$ cat src/rtl/div_pkg.sv
// div_pkg: shared state encoding and default width for the repeated-subtraction divider
package div_pkg;
  localparam int DEFAULT_WIDTH = 16;
  localparam int STATE_W = 3;
  typedef enum logic [STATE_W-1:0] {IDLE, LOAD_A, LOAD_B, CALC, DONE} state_t;
endpackage

$ cat src/rtl/divider_control_path.sv
// divider_control_path: FSM sequencing operand loads and subtraction steps; DIVZ_FLAG_EN adds the divide-by-zero flag
module divider_control_path
  import div_pkg::*;
(
  input  logic clk,
  input  logic rst,
  input  logic start,
  input  logic ge,
  input  logic bz,
  output logic load_a,
  output logic load_b,
  output logic clear_q,
  output logic sub_en,
  output logic sat_q,
`ifdef DIVZ_FLAG_EN
  output logic div_by_zero,
`endif
  output logic done
);
  state_t state, state_n;
  always_ff @(posedge clk or posedge rst)
    if (rst) begin
      state <= IDLE;
      done <= 1'b0;
    end else begin
      state <= state_n;
      done <= state == LOAD_A ? 1'b0 : (state == CALC && state_n == DONE) ? 1'b1 : done;
    end
`ifdef DIVZ_FLAG_EN
  always_ff @(posedge clk or posedge rst)
    if (rst) div_by_zero <= 1'b0;
    else div_by_zero <= state == LOAD_A ? 1'b0 : (state == CALC && bz) ? 1'b1 : div_by_zero;
`endif
  always_comb begin
    state_n = state;
    load_a = 1'b0;
    load_b = 1'b0;
    clear_q = 1'b0;
    sub_en = 1'b0;
    sat_q = 1'b0;
    case (state)
      IDLE, DONE: state_n = start ? LOAD_A : state;
      LOAD_A: begin
        load_a = 1'b1;
        clear_q = 1'b1;
        state_n = LOAD_B;
      end
      LOAD_B: begin
        load_b = 1'b1;
        state_n = CALC;
      end
      CALC: begin
        // a zero divisor saturates the quotient instead of looping forever
        sat_q = bz;
        sub_en = !bz && ge;
        state_n = (bz || !ge) ? DONE : CALC;
      end
      default: state_n = IDLE;
    endcase
  end
endmodule

$ cat src/rtl/divider_data_path.sv
// divider_data_path: remainder, divisor and quotient registers with subtract/compare logic
module divider_data_path
  import div_pkg::*;
#(
  parameter int WIDTH = DEFAULT_WIDTH
) (
  input  logic             clk,
  input  logic             rst,
  input  logic [WIDTH-1:0] data_in,
  input  logic             load_a,
  input  logic             load_b,
  input  logic             clear_q,
  input  logic             sub_en,
  input  logic             sat_q,
  output logic             ge,
  output logic             bz,
  output logic [WIDTH-1:0] quotient,
  output logic [WIDTH-1:0] remainder
);
  logic [WIDTH-1:0] b;
  assign ge = remainder >= b;
  assign bz = b == '0;
  always_ff @(posedge clk or posedge rst)
    if (rst) begin
      remainder <= '0;
      quotient <= '0;
      b <= '0;
    end else begin
      remainder <= load_a ? data_in : sub_en ? remainder - b : remainder;
      quotient <= clear_q ? '0 : sub_en ? quotient + 1'b1 : sat_q ? '1 : quotient;
      b <= load_b ? data_in : b;
    end
endmodule

$ cat src/rtl/divider_repeated_sub.sv
// divider_repeated_sub: serial-operand unsigned divider by repeated subtraction; DIVZ_FLAG_EN adds div_by_zero
module divider_repeated_sub
  import div_pkg::*;
#(
  parameter int WIDTH = DEFAULT_WIDTH
) (
  input  logic             clk,
  input  logic             rst,
  input  logic             start,
  input  logic [WIDTH-1:0] data_in,
  output logic             done,
`ifdef DIVZ_FLAG_EN
  output logic             div_by_zero,
`endif
  output logic [WIDTH-1:0] quotient,
  output logic [WIDTH-1:0] remainder
);
  logic load_a, load_b, clear_q, sub_en, sat_q, ge, bz;
  divider_control_path u_ctrl (
    .clk(clk), .rst(rst), .start(start), .ge(ge), .bz(bz),
    .load_a(load_a), .load_b(load_b), .clear_q(clear_q), .sub_en(sub_en), .sat_q(sat_q),
`ifdef DIVZ_FLAG_EN
    .div_by_zero(div_by_zero),
`endif
    .done(done)
  );
  divider_data_path #(.WIDTH(WIDTH)) u_data (
    .clk(clk), .rst(rst), .data_in(data_in),
    .load_a(load_a), .load_b(load_b), .clear_q(clear_q), .sub_en(sub_en), .sat_q(sat_q),
    .ge(ge), .bz(bz), .quotient(quotient), .remainder(remainder)
  );
endmodule
$ cat config.mk
export PLATFORM = sky130hd
export DESIGN_NAME = divider_repeated_sub
export DESIGN_NICKNAME = d
export VERILOG_FILES = /design/src/rtl/div_pkg.sv /design/src/rtl/divider_control_path.sv /design/src/rtl/divider_data_path.sv /design/src/rtl/divider_repeated_sub.sv
export SDC_FILE = /design/constraint.sdc
export NUM_CORES = 1
export LEC_CHECK = 0
export CAP_MARGIN = 40
export CORE_ASPECT_RATIO = 0.9
export CORE_MARGIN = 4
export CORE_UTILIZATION = 54
export CTS_CLUSTER_SIZE = 16
export DETAILED_ROUTE_END_ITERATION = 8
export MAX_ROUTING_LAYER = met4
export PLACE_DENSITY = 0.8
export SLEW_MARGIN = 20
export SYNTH_ARGS = -nofsm -noshare
export SYNTH_HDL_FRONTEND = slang
export SYNTH_HIERARCHICAL = 1
export SYNTH_SLANG_ARGS = --single-unit
$ cat constraint.sdc
create_clock -name clk -period 3.73 [get_ports clk]
set_input_delay 0.373 -clock clk [delete_from_list [all_inputs] [get_ports clk]]
set_output_delay 0.373 -clock clk [all_outputs]
set_load 0.05 [all_outputs]
# After elaboration in Yosys (flattened, before gate mapping)
# Cells that the tools add are included.
[word_totals]
wordCells = 38
out_inout_bits = 33
reg_bits = 52
input_bits = 19
[op_classes]
addsub = 2
n_mux = 14
reduce_logical = 11
n_eq_ne = 5
n_lt_le_gt_ge = 1
[ops]
columns = ["op", "n"]
rows = [
  ["two-way mux 16 bit", 5],
  ["adder 16 x 1 -> 16 bit, second input constant", 1],
  [">= comparator 16 bit", 1],
  ["logical NOT 16 bit", 1],
  ["subtractor 16 bit", 1],
  ["case mux 3 bit (4 select lines)", 1],
  ["== test 3 x 2 -> 1 bit, second input constant", 2],
  ["== test 3 bit, second input constant", 2],
  ["two-way mux 1 bit", 6],
  ["two-way mux 3 bit", 2],
  ["nonzero test 2 bit", 2],
  ["== test 3 x 1 -> 1 bit, second input constant", 1],
  ["logical NOT 3 bit", 1],
  ["nonzero test 3 bit", 1],
  ["logical AND 1 bit", 2],
  ["logical NOT 1 bit", 2],
  ["OR reduction 2 bit", 1],
  ["logical OR 1 bit", 1],
]

# Logic depth before layout (Yosys ltp)
[depth]
depth_word = 9
depth_mapped = 17
depth_no_buf = 16

# Modules after synthesis
# The synthesis kept the hierarchy.
[by_module_without_submodules]
columns = ["module", "cells_each", "area_per_inst_um2", "seq_area_each_um2", "instances"]
rows = [
  ["divider_data_path", 344, 2980.4, 1201.2, 1],
  ["divider_control_path", 23, 235.2, 100.1, 1],
]

# Least setup slack after synthesis
# No wires, ideal clock.
[synth_timing]
kind = "register to register"
from = "register u_data.remainder[0]"
to = "register u_data.quotient[10]"
synth_period_minus_slack_ps = 3578
n_path_buf = 2
setup_time_ps = 123
required_ps = 3607
path_stages_with_launch = 16
t_arrival_ps = 3456
path_slack_ps = 152
path_cell_list = "dfrtp_1 -> inv_1 -> ha_1 -> fa_1 -> nor2b_4 -> o31a_1 -> o32a_4 -> a311oi_4 -> a31oi_1 -> a211o_1 -> nand2b_4 -> nor2_1 -> clkbuf_1 -> buf_1 -> a21oi_1 -> o221a_2"
[synth_via]
elab_chain_len = 5
elab_cells_between_ends = 6
classes_between = "1 x order compare; 3 x mux; 2 x reduce/logical"
[synth_rtl]
columns = ["item", "line_no", "text"]
rows = [
  ["start: declaration", "divider_data_path.sv:18", "output logic [WIDTH-1:0] remainder"],
  ["start signal: assignment", "divider_data_path.sv:29", "remainder <= load_a ? data_in : sub_en ? remainder - b : remainder;"],
  [">= comparator 16 bit *", "divider_data_path.sv:21", "assign ge = remainder >= b;"],
  ["net ge", "divider_repeated_sub.sv:18", "logic load_a, load_b, clear_q, sub_en, sat_q, ge, bz;"],
  ["logical AND 1 bit *", "divider_control_path.sv:55", "sub_en = !bz && ge;"],
  ["two-way mux 1 bit *", "divider_control_path.sv:41", "case (state)"],
  ["net sub_en", "divider_repeated_sub.sv:18", ""],
  ["two-way mux 16 bit (2 in series)", "divider_data_path.sv:30", "quotient <= clear_q ? '0 : sub_en ? quotient + 1'b1 : sat_q ? '1 : quotient;"],
  ["end signal: assignment", "divider_data_path.sv:30", ""],
  ["end: declaration", "divider_data_path.sv:17", "output logic [WIDTH-1:0] quotient,"],
]
# Mark *: on every way through the listed nets, which the timed path passes. The rest lies on a longest branch.
# A chain may end at the register's enable or synchronous reset.

# Worst setup path in the final report
# Same ends and word-level chain as after synthesis.

==> results.md <==
- Asr flop ratio synth: 100%
- EDFF count, synth: 0
- Reg2reg setup slack: 360 ps
- Most used DFF post-synth: dfrtp_1
- Port Buffers: 51
- Die extent in x: 89.3 µm
- Routability Congestion: 0.908
- Area growth syn-to-layout: 22.1%
- Post-synthesis sequential area ratio: 40.5%
- Yosys warning total: 6
- RSZ-0062 raised after global routing: no
- CTS Buffer Depth: 2
- Placed insts: 480
- Initial DRT Pass Iterations: 5
- Synthesized Nets: approximately 400
- WP buf/inv: 3
- Vias: 2984
- RR Endpoint: u_data/quotient[10]$_DFFE_PP0P_
- CTS H-tree lvls: 2
- Avg Inst Size Synth: approximately 8.8 µm²
- Post-CTS Hold Fix Bufs: 0
- Post-cts sizing count: 0
- Max Slew Vio Count: 0
- HPWL after DPL: ~6000 µm
- Crit path max-delay cell type: dfrtp_1
- Leading cell types in the layout, fill and taps excluded: dfrtp_1, clkdlybuf4s50_1, nand2_1, o21ai_0
- Number of global-route vias before repair: between 2k and 3k
- Crit-path max cell delay: 410 ps
- Synth Instances: 367
- Num ports: 52
- Clock root buffer: clkbuf_8
- CP most frequent cell: buf_4
- Row count: 26
- Minimum clock period: ~3400 ps
- Worst Tran Pin Value: 514 ps
- Nets: 454
- Max-slew headroom: 65.6%
- Final setup margin: about 360 ps
- Routed len/inst: ~16 µm
- Clock latency at the later pin of the worst-skew pair: 310 ps
- Initial antenna violation count: 0
- Crit end category: register
- Post-detailed-route count of antenna-violating nets: 0
- Status: complete, no violations
- Die H: between 80 and 90 µm
- Pre-CTS setup slack: 397 ps
- Gr usage total: 24.7%
- Global-route wire length before repair: 13700 µm
- Register-to-Register Path Depth: 16
- Clk_skew: between 8 and 9 ps
- CTS Sinks: 52
- Crit-path cells: inv_1, ha_1, fa_1, nor2b_4, o31a_1, o32a_4, a311oi_4, a31oi_1, a211o_1, nand2b_4, nor2_2, buf_4, nor2_1, buf_4, a21oi_1, o221a_2
- Finish-stage setup viols: 0
- GRT overflow: 0
- Die area: 7250 µm²
- 1st-iter DRT viols: 204
- Number of inserted diodes: 0
- DRC violations left: 0
- Max_cap viols: 0
- Critical path fanouts, max: 20
- Levels on crit path: 16
- Layout cells sized above 1: under 10%
- Synthesized cell area: 3220 µm²
- CTS buffer count: 5
- Most common library cell in the layout ignoring fill and taps: dfrtp_1
- Worst-path clk slew: approximately 90 ps
- CTS tree: yes
- Hold Vio Cnt, Final: 0
- Startpoint Class: register
- Top Family by Delay on Critical Path: compound AO/OA/AOI/OAI gates
- CP Class: reg2reg
- Core area: 5730 µm²
- Synthesized flop and latch total: 52
- Post-synth cell types: 52
- Vias per cell: 6.11
- Hold slack final: 292 ps
- Final cell count without fillers: 488
- Setup crit end: u_data/quotient[10]$_DFFE_PP0P_
- Pin count of the biggest net entering global routing: 41
- Final WL: around 8000 µm
- CP required: 3920 ps
- Hold WC Path Type: in2async
- RR Startpoint: u_data/remainder[0]$_DFFE_PP0P_
- Starting Density: 56.2%
- Setup crit start: u_data/remainder[0]$_DFFE_PP0P_
- Data arrival, critical path: 3560 ps
- Final Cycle Share: about nine tenths
- Setup Fix Bufs, Post-CTS: 0
- Fin Setup TNS: 0 ps
- Fmax: 297 MHz
==> flip-flops by register name (all words and copies together), names as in the netlist <==
| register | flops |
|---|---|
| u_data/b | 16 |
| u_data/remainder | 16 |
| u_ctrl/done | 1 |
| u_ctrl/state | 3 |
| u_data/quotient | 16 |
==> cells in the mapped netlist (all sizes together) (3+ instances only) <==
cell / number / share of area, %
nand4: 8 / 1.6
a21oi: 21 / 3.3
nand2b: 3 / 0.82
clkbuf: 12 / 1.4
nand3: 12 / 1.9
o21a: 4 / 0.93
nor4: 4 / 0.78
a211oi: 8 / 1.9
a211o: 3 / 0.82
nand2: 44 / 5.1
nor2: 27 / 3.2
inv: 26 / 3.0
mux2i: 4 / 1.2
xnor2: 7 / 1.9
a311oi: 9 / 3.0
o21ai: 41 / 6.4
and3: 6 / 1.2
buf: 6 / 0.90
a22oi: 6 / 1.4
dfrtp: 52 / 40
xor2: 4 / 1.1
ha: 17 / 6.6
nor3: 9 / 1.4
nor2b: 7 / 1.8
==> worst min path at each step <==
stage / to / slack, ps / depth (start not counted)
floorplan: u_ctrl/done$_DFFE_PP0P_ / 140 / 1
global placement: u_ctrl/state[1]$_DFF_PP0_ / 500 / 1
detailed placement: u_ctrl/state[1]$_DFF_PP0_ / 510 / 1
CTS: u_ctrl/state[1]$_DFF_PP0_ / 290 / 2
global route: u_ctrl/state[0]$_DFF_PP0_ / 290 / 2
finish: u_ctrl/state[1]$_DFF_PP0_ / 290 / 2
==> cell type report <==
| cell class | count | area [µm²] |
|---|---|---|
| multi-input combinational | 271 | 1750 |
| fill | 463 | 1800 |
| tap | 70 | 87.6 |
| clock buffer | 8 | 90.1 |
| sequential | 52 | 1300 |
| inverter | 26 | 97.6 |
| timing repair buffer | 61 | 598 |
==> layer usage <==
metal	global-route usage, %	wire [µm]
met3	4.97	608
met4	6.25	60
met1	34.6	3620
met5	-	0
met2	36.8	3710
==> through the flow <==
stage | area, µm² | util (%)
after floorplan | 3220 | -
after global placement | 3810 | 66.6
after detailed placement | 3830 | 67.0
after CTS | 3930 | 68.6
after global routing | 3930 | 68.6
final | 3930 | 68.6
==> logic make-up after synthesis <==
family          synth area share (%)
compound gates                  22.3
mux                             1.60
fa+ha+maj                       7.24
flops                           40.5
simple gates                    20.1
buf+inv                         5.33
xor+xnor                        3.00
==> worst register-to-register path: stages (launching register included) <==
cell      delay, ps
dfrtp_1         410
inv_1            60
ha_1            170
fa_1            230
nor2b_4          60
o31a_1          280
o32a_4          390
a311oi_4        290
a31oi_1         120
a211o_1         280
nand2b_4        100
nor2_2           50
buf_4           210
nor2_1          160
buf_4           140
a21oi_1          40
o221a_2         270
Power is left out: the tool's default activity adds up to more than one toggle a clock period on the data nets, which glitch-free logic cannot reach.
